===== src/rtl/cmd_proc_pkg.sv =====
// Shared types and constants for the command processor: opcodes, FSM states
// and the default response bytes.
package cmd_proc_pkg;

    typedef enum logic [3:0] {
        OP_NOP     = 4'h0,
        OP_SET_SPD = 4'h2,
        OP_CAL     = 4'h4,
        OP_MOVE    = 4'h6
    } opcode_t;

    typedef enum logic [2:0] {
        ST_IDLE      = 3'd0,
        ST_CAL       = 3'd1,
        ST_MOVE      = 3'd2,
        ST_RESP      = 3'd3,
        ST_RESP_WAIT = 3'd4
    } state_t;

    localparam logic [7:0] DEF_ACK  = 8'hA5;
    localparam logic [7:0] DEF_NACK = 8'h5A;

endpackage


===== src/rtl/cmd_tmo_cnt.sv =====
// Timeout counter shared by the CAL and MOVE states; expired is high while
// the count sits at all-ones, where it holds until cleared.
module cmd_tmo_cnt #(
    parameter int TMO_W = 20
) (
    input  logic clk,
    input  logic rst_n,
    input  logic clr,
    input  logic en,
    output logic expired
);

    logic [TMO_W-1:0] cnt;

    assign expired = &cnt;

    always_ff @(posedge clk or negedge rst_n) begin
        if (!rst_n) begin
            cnt <= '0;
        end else if (clr) begin
            cnt <= '0;
        end else if (en && !expired) begin
            cnt <= cnt + TMO_W'(1);
        end
    end

endmodule


===== src/rtl/cmd_proc.sv =====
// Command processor: accepts 16-bit command words, updates speed/heading,
// sequences calibration and square-counted moves, and answers with ACK/NACK.
//
// Handshakes: cmd_rdy is a level held by the producer; it is consumed in an
// IDLE cycle where clr_cmd_rdy is high (combinational). send_resp is a
// one-cycle request; resp holds its value until resp_sent is seen in RESP_WAIT.
module cmd_proc
    import cmd_proc_pkg::*;
#(
    parameter logic [7:0] ACK   = DEF_ACK,
    parameter logic [7:0] NACK  = DEF_NACK,
    parameter int         TMO_W = 20
) (
    input  logic        clk,
    input  logic        rst_n,
    input  logic [15:0] cmd,
    input  logic        cmd_rdy,
    output logic        clr_cmd_rdy,
    input  logic        cal_done,
    input  logic        edge_pulse,
    input  logic        resp_sent,
    output logic [11:0] speed,
    output logic [7:0]  heading,
    output logic        moving,
    output logic        strt_cal,
    output logic [7:0]  resp,
    output logic        send_resp,
    output logic        busy,
    output logic [2:0]  fsm_state
);

    state_t     state;
    logic [3:0] sq_cnt;
    logic       accept;
    logic       tmo_clr;
    logic       tmo_en;
    logic       tmo_expired;

    assign accept      = (state == ST_IDLE) && cmd_rdy;
    assign clr_cmd_rdy = rst_n && accept;
    assign fsm_state   = state;

    // A new CAL/MOVE starts from zero; each square crossed restarts the window.
    assign tmo_clr = accept || ((state == ST_MOVE) && edge_pulse);
    assign tmo_en  = (state == ST_CAL) || (state == ST_MOVE);

    cmd_tmo_cnt #(
        .TMO_W(TMO_W)
    ) u_tmo (
        .clk    (clk),
        .rst_n  (rst_n),
        .clr    (tmo_clr),
        .en     (tmo_en),
        .expired(tmo_expired)
    );

    always_ff @(posedge clk or negedge rst_n) begin
        if (!rst_n) begin
            state     <= ST_IDLE;
            speed     <= '0;
            heading   <= '0;
            moving    <= 1'b0;
            strt_cal  <= 1'b0;
            send_resp <= 1'b0;
            resp      <= '0;
            busy      <= 1'b0;
            sq_cnt    <= '0;
        end else begin
            strt_cal  <= 1'b0;
            send_resp <= 1'b0;
            case (state)
                ST_IDLE: begin
                    if (cmd_rdy) begin
                        busy <= 1'b1;
                        case (cmd[15:12])
                            OP_NOP: begin
                                resp      <= ACK;
                                send_resp <= 1'b1;
                                state     <= ST_RESP;
                            end
                            OP_SET_SPD: begin
                                speed     <= cmd[11:0];
                                resp      <= ACK;
                                send_resp <= 1'b1;
                                state     <= ST_RESP;
                            end
                            OP_CAL: begin
                                strt_cal <= 1'b1;
                                state    <= ST_CAL;
                            end
                            OP_MOVE: begin
                                heading <= cmd[11:4];
                                sq_cnt  <= cmd[3:0];
                                if (cmd[3:0] == 4'd0) begin
                                    resp      <= ACK;
                                    send_resp <= 1'b1;
                                    state     <= ST_RESP;
                                end else begin
                                    moving <= 1'b1;
                                    state  <= ST_MOVE;
                                end
                            end
                            default: begin
                                resp      <= NACK;
                                send_resp <= 1'b1;
                                state     <= ST_RESP;
                            end
                        endcase
                    end
                end
                ST_CAL: begin
                    if (cal_done) begin
                        resp      <= ACK;
                        send_resp <= 1'b1;
                        state     <= ST_RESP;
                    end else if (tmo_expired) begin
                        resp      <= NACK;
                        send_resp <= 1'b1;
                        state     <= ST_RESP;
                    end
                end
                ST_MOVE: begin
                    // sq_cnt is nonzero throughout MOVE, so the decrement is safe.
                    if (edge_pulse) begin
                        sq_cnt <= sq_cnt - 4'd1;
                        if (sq_cnt == 4'd1) begin
                            moving    <= 1'b0;
                            resp      <= ACK;
                            send_resp <= 1'b1;
                            state     <= ST_RESP;
                        end
                    end else if (tmo_expired) begin
                        moving    <= 1'b0;
                        resp      <= NACK;
                        send_resp <= 1'b1;
                        state     <= ST_RESP;
                    end
                end
                ST_RESP: begin
                    state <= ST_RESP_WAIT;
                end
                ST_RESP_WAIT: begin
                    if (resp_sent) begin
                        busy  <= 1'b0;
                        state <= ST_IDLE;
                    end
                end
                default: begin
                    busy  <= 1'b0;
                    state <= ST_IDLE;
                end
            endcase
        end
    end

endmodule


===== config.mk =====
export PLATFORM = sky130hd
export DESIGN_NAME = cmd_proc
export DESIGN_NICKNAME = d
export VERILOG_FILES = /design/src/rtl/cmd_proc_pkg.sv /design/src/rtl/cmd_tmo_cnt.sv /design/src/rtl/cmd_proc.sv
export SDC_FILE = /design/constraint.sdc
export NUM_CORES = 1
export LEC_CHECK = 0
export ABC_AREA = 0
export CELL_PAD_IN_SITES_DETAIL_PLACEMENT = 0
export CELL_PAD_IN_SITES_GLOBAL_PLACEMENT = 1
export CORE_ASPECT_RATIO = 0.6
export CORE_UTILIZATION = 35
export CTS_CLUSTER_DIAMETER = 100
export DETAILED_ROUTE_END_ITERATION = 8
export PLACE_DENSITY_LB_ADDON = 0.08
export SETUP_SLACK_MARGIN = 0.1
export SKIP_LAST_GASP = 1
export SYNTH_ARGS = -nofsm -noshare
export SYNTH_HDL_FRONTEND = slang
export SYNTH_SLANG_ARGS = --single-unit
export TNS_END_PERCENT = 1

===== constraint.sdc =====
create_clock -name clk -period 1.9 [get_ports clk]
set_input_delay 0.38 -clock clk [delete_from_list [all_inputs] [get_ports clk]]
set_output_delay 0.38 -clock clk [all_outputs]
set_load 0.1 [all_outputs]

Word-level counts from Yosys, hierarchy flattened
Index checks and enable logic that the tools add are counted.

Word-level logic and storage cells: 97. Flip-flop bits (word level): 59.

Reductions and logical operators: 23. Multiplexer cells: 44. $add $sub $neg: 2. Equality and inequality tests: 17. Bitwise operators: 1.

Operator list (count): 2-to-1 mux 8 bit (6); one-hot mux 8 bit (3 select lines) (2); 2-to-1 mux 20 bit (2); adder 20 x 1 -> 20 bit (second input constant) (1); AND reduction 20 bit (1); 2-to-1 mux 1 bit (18); 2-to-1 mux 3 bit (6); one-hot mux 3 bit (5 select lines) (1); 2-to-1 mux 4 bit (3); AND reduction 3 bit (4); != test 2 bit (second input constant) (5); equality test 4 x 3 -> 1 bit (second input constant) (2); zero test 4 bit (2); one-hot mux 4 bit (2 select lines) (1); equality test 3 x 2 -> 1 bit (second input constant) (2); != test 3 x 2 -> 1 bit (second input constant) (2); one-hot mux 1 bit (3 select lines) (2); AND reduction 6 bit (1); AND reduction 5 bit (1); equality test 4 x 1 -> 1 bit (second input constant) (1); equality test 4 x 2 -> 1 bit (second input constant) (1); logical AND 1 bit (4); one-hot mux 1 bit (2 select lines) (2); one-hot mux 2 bit (2 select lines) (1); other kinds (14) (16).

Depth between registers and ports, before layout
Gate-level depths: netlist of the first run.

Depth after elaboration: 5. Gate-level depth with buffers: 7. Gate-level depth less buffers: 7.

Modules after synthesis
From an unflattened synthesis of the first run, not the netlist that was laid out.

Cells, all modules: 287. Area, all modules: 3061.7 sq um.

By module, submodules not included: cmd_proc (sequential area each 975.9 sq um, area each 1895.6 sq um, cells each 165, times used 1); cmd_tmo_cnt (sequential area each 500.5 sq um, area each 1166.1 sq um, cells each 122, times used 1).

Worst setup path before layout of the first run
OpenSTA, ideal clock, no wires.

Path kind: register to output. Start point: reg state[1], in the netlist fsm_state[1]. End point: out clr_cmd_rdy. Stages on the path, launching flop included: 4. Data required time: 1.520 ns. Path slack: -0.692 ns. Path buffers: 1. Arrival time: 2.212 ns. Cell sequence: dfrtp_1 > buf_2 > nor4b_2 > and2_1.

Longest elaborated chain between the ends: 3.

Ends and longest elaborated chain: start: declaration (line cmd_proc.sv:32) `state_t state;`; start signal: assignment (line cmd_proc.sv:59) `state <= ST_IDLE;`; start signal: assignment (line cmd_proc.sv:79) `state <= ST_RESP;`; start signal: assignment (line cmd_proc.sv:85) `state <= ST_RESP;`; zero test 3 bit (line cmd_proc.sv:39) `assign accept = (state == ST_IDLE) && cmd_rdy;`; logical AND 1 bit (line cmd_proc.sv:39); logical AND 1 bit (line cmd_proc.sv:40) `assign clr_cmd_rdy = rst_n && accept;`; end: declaration (line cmd_proc.sv:18) `output logic clr_cmd_rdy,`.

No other way between the ends.

Worst setup path after layout of the first run
Start point: reg state[0], in the netlist fsm_state[0]. End point: out clr_cmd_rdy.

The elaborated chain is that of the path after synthesis.

==> run_results.csv, run 1 <==
group,metric,value,unit
outcome,run_status,"finished with violations",
outcome,violations,"setup timing",
sta,worst_pin_slew,0.763,ns
clock_tree,postCtsHoldBufs,0,
sta,grt_setup_unrepaired,"yes",
worst_setup_path,critPathLaunchType,"register",
global_route,grt_max_degree,60,
placed_design,io_buffers,57,
synthesis,syn_area,2880,um^2
global_route,overflow,0,
worst_setup_path,crit_family,"flip-flops",
routing,drt_first_pass_iters,4,
floorplanning,die_y,72.3,um
clock_tree,clk_pin_slew,0.05,ns
sta,hold_violations,0,
routing,drc,0,
floorplanning,die_area,8620,um^2
cells_and_area,syn2layout_area_growth,56.2,%
job,maxCapViolCount,0,
synthesis,seq_area_frac_synth,51.2,%
clock_tree,tritoncts,"yes",
worst_setup_path,path_max_fanout,3,
worst_setup_path,crit_slowest_cell,"dfrtp_4",
global_route,antenna_found_initial,0,
clock_tree,clk_latency,0.33,ns
floorplanning,rows,25,
placed_design,place.gp.congestion,0.798,
floorplanning,core,7910,um^2
sta,layout_setup_ws,-0.0445,ns
worst_setup_path,critical_path_buf_inv_count,2,
cells_and_area,nets,419,
global_route,grt_pass1_wl,13.3,mm
global_route,grt_pass1_vias,2450,
cells_and_area,antenna_cells,0,
sta,period_needed,1.94,ns
sta,max_freq,514,MHz
floorplanning,floorplan.initialDensity,36.4,%
sta,min_period_over_period,102,%
synthesis,synth_cell_type_count,46,
synthesis,yosys_warnings,0,
synthesis,ys.flop_type,"dfrtp_1",
routing,drt_iter0_markers,125,
floorplanning,pin_count,58,
worst_setup_path,endpoint_kind,"primary output",
sta,finClkSkew,0.00561,ns
clock_tree,numCtsBuffers,9,
placed_design,dp_slack,-0.389,ns
routing,wl,8.02,mm
clock_tree,htreeDepth,3,
placed_design,place_hpwl,5.75,mm
clock_tree,clock_path_buffers,2,
clock_tree,cts_root_buf,"clkbuf_16",
synthesis,synthCells,272,
synthesis,async_flop_share,100,%
clock_tree,cts_sinks,59,
cells_and_area,layout-drive-gt1-share,39.1,%
global_route,track_usage,20.7,%
worst_setup_path,critical_path_class,"reg2out",
worst_setup_path,worst-endpoint-arrival,1.56,ns
routing,via_per_inst,4.94,
worst_setup_path,critPathMaxStageDelay,0.51,ns
routing,ant_nets,0,
routing,vias,2507,
synthesis,synth_fp_nets,297,
sta,slew_headroom,49.2,%
synthesis,synth_enable_flop_cells,0,
min_path,hold_path_class,"in2async",
sta,maxSlewViolCount,0,
worst_setup_path,crit_chain,"nor4b_4 -> buf_6 -> and2_4 -> buf_12",
worst_setup_path,required,1.52,ns
floorplanning,die_x,119,um
sta,setup_viol,7,
routing,wl_per_cell,15.8,um
synthesis,ys_ff_latch,59,
synthesis,avgSynthCellArea,10.6,um^2
[state kept, by name, summed over array words and instances, names as in the netlist]
register and count:
u_tmo.cnt 20, speed 12, heading 8, resp 8
sq_cnt 4, fsm_state 3, busy 1, moving 1
send_resp 1, strt_cal 1
[cell usage in the layout, fill, tap and decap left out, drive strengths merged, types with 2 or more instances in the layout]
cell,instances
xor2,14
o211ai,5
nand4,11
bufinv,2
nand3,10
nor4,6
and2,2
clkbuf,10
buf,101
or3,3
nor2,23
clkdlybuf4s50,19
and3,7
nor3,4
a22o,3
nor4b,2
dfrtp,59
a31oi,2
a21oi,11
and4,2
clkinv,3
mux2i,2
ha,3
nor3b,2
xnor2,2
nand3b,3
nor2b,2
a21o,5
nand2b,6
o21a,5
inv,3
mux2,20
o21ai,16
nand4b,2
nand2,19
[what timing repair did]
item                       CTS  global route
buffers inserted             5             2
resized for setup            3            11
setup endpoints to repair   11            53
pin swaps                    2             4
[worst reg2reg max path, stage by stage (launching register included)]
cell      delay, ns
dfrtp_4        0.49
buf_6          0.15
nand4b_1       0.26
nor4_4         0.39
nand3_2        0.12
or3_1          0.32
a21oi_1        0.12
[routing by layer]
layer / routed length, um / global-route usage [%]
met1: 4500 / 31.9
met2: 3030 / 25.8
met3: 461 / 7.23
met4: 22 / 6.75
met5: 0 / 0
[per-stage QoR]
| stage | util, % | std cells | TNS (ns) | hold slack (ns) | cell area, um^2 |
|---|---|---|---|---|---|
| CTS | 55.9 | 505 | -0.215 | 0.262 | 4420 |
| finish | 56.9 | 507 | -0.127 | 0.236 | 4500 |
| detailed placement | 51.3 | 484 | -6.47 | 0.473 | 4060 |
| floorplan | - | 272 | -0.938 | 0.0844 | 2940 |
| global placement | 51.3 | 484 | -5.67 | 0.480 | 4060 |
| global route | 56.9 | 507 | -1.46 | 0.299 | 4500 |
[path summary, 6_finish.rpt]
path | start | to | slack, ns | cells after the start
worst max register to register | fsm_state[2] | u_tmo.cnt[19] | -0.02 | 6
worst min register to register | resp[2] | resp[2] | 0.50 | 1
max in group asynchronous | rst_n | fsm_state[0] | 1.10 | 2
worst max-delay path | fsm_state[0] | clr_cmd_rdy | -0.04 | 4
min in group clk | resp[2] | resp[2] | 0.50 | 1
worst min-delay path | rst_n | sq_cnt[0] | 0.24 | 2
[Yosys cell counts, drive strengths merged, types with 3 or more instances]
cell type | number | area share [%]
dfrtp | 59 | 51
nor2 | 23 | 3.0
mux2 | 20 | 7.8
nand2 | 19 | 2.5
o21ai | 16 | 2.8
xor2 | 14 | 4.3
a21oi | 11 | 1.9
nand4 | 11 | 2.6
nand3 | 10 | 1.7
and3 | 7 | 1.5
nand2b | 6 | 1.3
nor4 | 6 | 1.8
a21o | 5 | 1.3
buf | 5 | 0.91
clkbuf | 5 | 0.65
o211ai | 5 | 1.3
o21a | 5 | 1.3
nor3 | 4 | 0.69
a22o | 3 | 0.91
ha | 3 | 1.3
inv | 3 | 0.39
nand3b | 3 | 0.78
or3 | 3 | 0.65
[cells by family after synthesis]
family	synth area share [%]
adder cells (fa/ha/maj)	1.30
XOR/XNOR	4.86
flip-flops	51.2
buffers and inverters	1.95
AND/OR/NAND/NOR	20.8
multiplexers	8.50
AO/OA/AOI/OAI	11.4
[area by class of cell]
class / count / area (um^2)
multi-input cells: 200 / 1440
clock inverters: 6 / 90.1
fillers: 691 / 3410
repair buffers: 121 / 1110
flip-flops and latches: 59 / 1490
clock buffers: 10 / 229
inverters: 3 / 11.3
well taps: 108 / 135
Power of run 1 is not shown: default switching activity piles up to over one toggle a cycle in this logic, so the estimate is an artifact.
==> run 2: changes to the inputs <==
--- a/config.mk
+++ b/config.mk
@@ -8,7 +8,7 @@
 export ABC_AREA = 0
 export CELL_PAD_IN_SITES_DETAIL_PLACEMENT = 0
 export CELL_PAD_IN_SITES_GLOBAL_PLACEMENT = 1
-export CORE_ASPECT_RATIO = 0.6
+export CORE_ASPECT_RATIO = 1.25
 export CORE_UTILIZATION = 35
 export CTS_CLUSTER_DIAMETER = 100
 export DETAILED_ROUTE_END_ITERATION = 8
==> run_results.csv, run 2 (synthesized netlist as in run 1, its figures left out) <==
group,metric,value,unit
worst_setup_path,required,2.17,ns
routing,via_per_inst,5.10,
placed_design,dp_slack,-0.336,ns
cells_and_area,final_area,4340,um^2
clock_tree,clock_path_buffers,2,
sta,min_period_over_period,103,%
floorplanning,die_x,83.2,um
sta,hold-worst-slack,0.205,ns
worst_setup_path,r2r-start,"fsm_state[2]",
worst_setup_path,critPathLaunchType,"register",
clock_tree,postCtsHoldBufs,0,
cells_and_area,final_cell_mix,"buf_4, dfrtp_1, nor2_1, mux2_2, clkdlybuf4s50_1",
sta,slew_headroom,48.7,%
global_route,grt_pass1_wl,11.9,mm
floorplanning,floorplan.initialDensity,36.6,%
clock_tree,clk_pin_slew,0.08,ns
worst_setup_path,timing.rr.end,"u_tmo.cnt[19]",
sta,tns,-0.0832,ns
clock_tree,cts_root_buf,"clkbuf_8",
worst_setup_path,r2r_slack,-0.05,ns
sta,hold_violations,0,
worst_setup_path,endpoint,"u_tmo.cnt[19]",
clock_tree,htreeDepth,3,
cells_and_area,seq_area,1490,um^2
sta,period_needed,1.95,ns
routing,drc,0,
cells_and_area,layout-drive-gt1-share,37.5,%
worst_setup_path,path_max_fanout,8,
clock_tree,tritoncts,"yes",
global_route,track_usage,17.6,%
global_route,antenna_found_initial,0,
sta,max_freq,513,MHz
min_path,hold_path_class,"in2async",
global_route,grt_max_degree,60,
placed_design,place.gp.congestion,0.743,
routing,ant_nets,0,
sta,layout_setup_ws,-0.0496,ns
routing,drt_iter0_markers,75,
cells_and_area,multiInputGateArea,1400,um^2
floorplanning,core,7880,um^2
clock_tree,clk_latency,0.34,ns
cells_and_area,top_register,"u_tmo.cnt",
placed_design,io_buffers,57,
floorplanning,die_y,103,um
outcome,violations,"setup timing",
cells_and_area,antenna_cells,0,
global_route,grt_pass1_vias,2478,
placed_design,place_hpwl,5.14,mm
sta,finClkSkew,0.00730,ns
routing,wl,7.10,mm
worst_setup_path,reg2regPathDepth,6,
floorplanning,rows,36,
sta,setup_viol,3,
sta,worst_pin_slew,0.770,ns
worst_setup_path,worst-endpoint-arrival,2.22,ns
job,maxCapViolCount,0,
routing,vias,2497,
sta,maxSlewViolCount,0,
floorplanning,die_area,8610,um^2
worst_setup_path,crit_start,"fsm_state[2]",
placed_design,post_dp_cell_area,4060,um^2
global_route,overflow,0,
cells_and_area,nets,415,
routing,drt_first_pass_iters,4,
clock_tree,numCtsBuffers,9,
cells_and_area,top_regs,"u_tmo.cnt x20, speed x12",
worst_setup_path,critical_path_class,"reg2reg",
cells_and_area,largest_reg_flops,20,
worst_setup_path,endpoint_kind,"register",
cells_and_area,syn2layout_area_growth,50.4,%
cells_and_area,nFillCells,703,
outcome,run_status,"finished with violations",
floorplanning,pin_count,58,
cells_and_area,final_common_cell,"buf_4",
sta,grt_setup_unrepaired,"yes",
clock_tree,cts_sinks,59,
routing,wl_per_cell,14.5,um
## run 2: layout make-up
class	instances	share of cell area [%]
Clock buffer	9	2.86
Clock inverter	7	2.88
Inverter	3	0.260
Multi-Input combinational cell	200	32.2
Sequential cell	59	34.3
Tap cell	95	2.74
Timing Repair Buffer	117	24.8
## run 2: worst min-delay path by stage
stage / slack [ns] / from / cells past startpoint / to
final: 0.20 / rst_n / 2 / moving
after detailed placement: 0.47 / resp[2] / 1 / resp[2]
after CTS: 0.25 / rst_n / 2 / strt_cal
after global routing: 0.28 / rst_n / 2 / speed[8]
after floorplan: 0.08 / rst_n / 0 / busy
after global placement: 0.47 / resp[5] / 1 / resp[5]
## run 2: through the flow
step | cells | util [%]
2_1_floorplan | 272 | -
3_3_place_gp | 471 | 51.5
3_5_place_dp | 471 | 51.5
4_1_cts | 490 | 55.0
5_1_grt | 490 | 55.0
6_report | 490 | 55.0
## run 2: timing repair
action                     4_1_cts  5_1_grt
buffers inserted                 3        0
resized for setup                2        2
pin swaps                        2        0
setup endpoints to repair       11       42
## run 2: layer usage
| metal | GRT usage [%] | share of wire [%] | up-vias |
|---|---|---|---|
| met4 | 8.36 | 1.9 | 0 |
| li1 | - | - | 1223 |
| met1 | 22.0 | 46 | 1214 |
| met5 | 0 | 0 | - |
| met3 | 3.65 | 3.8 | 10 |
| met2 | 29.5 | 49 | 50 |
## run 2: critical path, stage by stage (launching register included)
cell	delay, ns
dfrtp_4	0.49
buf_4	0.17
nand4b_1	0.26
nor4_4	0.36
nand3_1	0.15
or3_1	0.32
a21oi_1	0.14
Power of run 2 is left out for the same reason.
==> run 3: changes to the inputs <==
--- a/config.mk
+++ b/config.mk
@@ -12,6 +12,7 @@
 export CORE_UTILIZATION = 35
 export CTS_CLUSTER_DIAMETER = 100
 export DETAILED_ROUTE_END_ITERATION = 8
+export HOLD_SLACK_MARGIN = 0.12
 export PLACE_DENSITY_LB_ADDON = 0.08
 export SETUP_SLACK_MARGIN = 0.1
 export SKIP_LAST_GASP = 1
==> results of run 3 <==
The final DEF is identical to that of run 2; final timing and power are the same.
Power of run 3 is left out for the same reason.
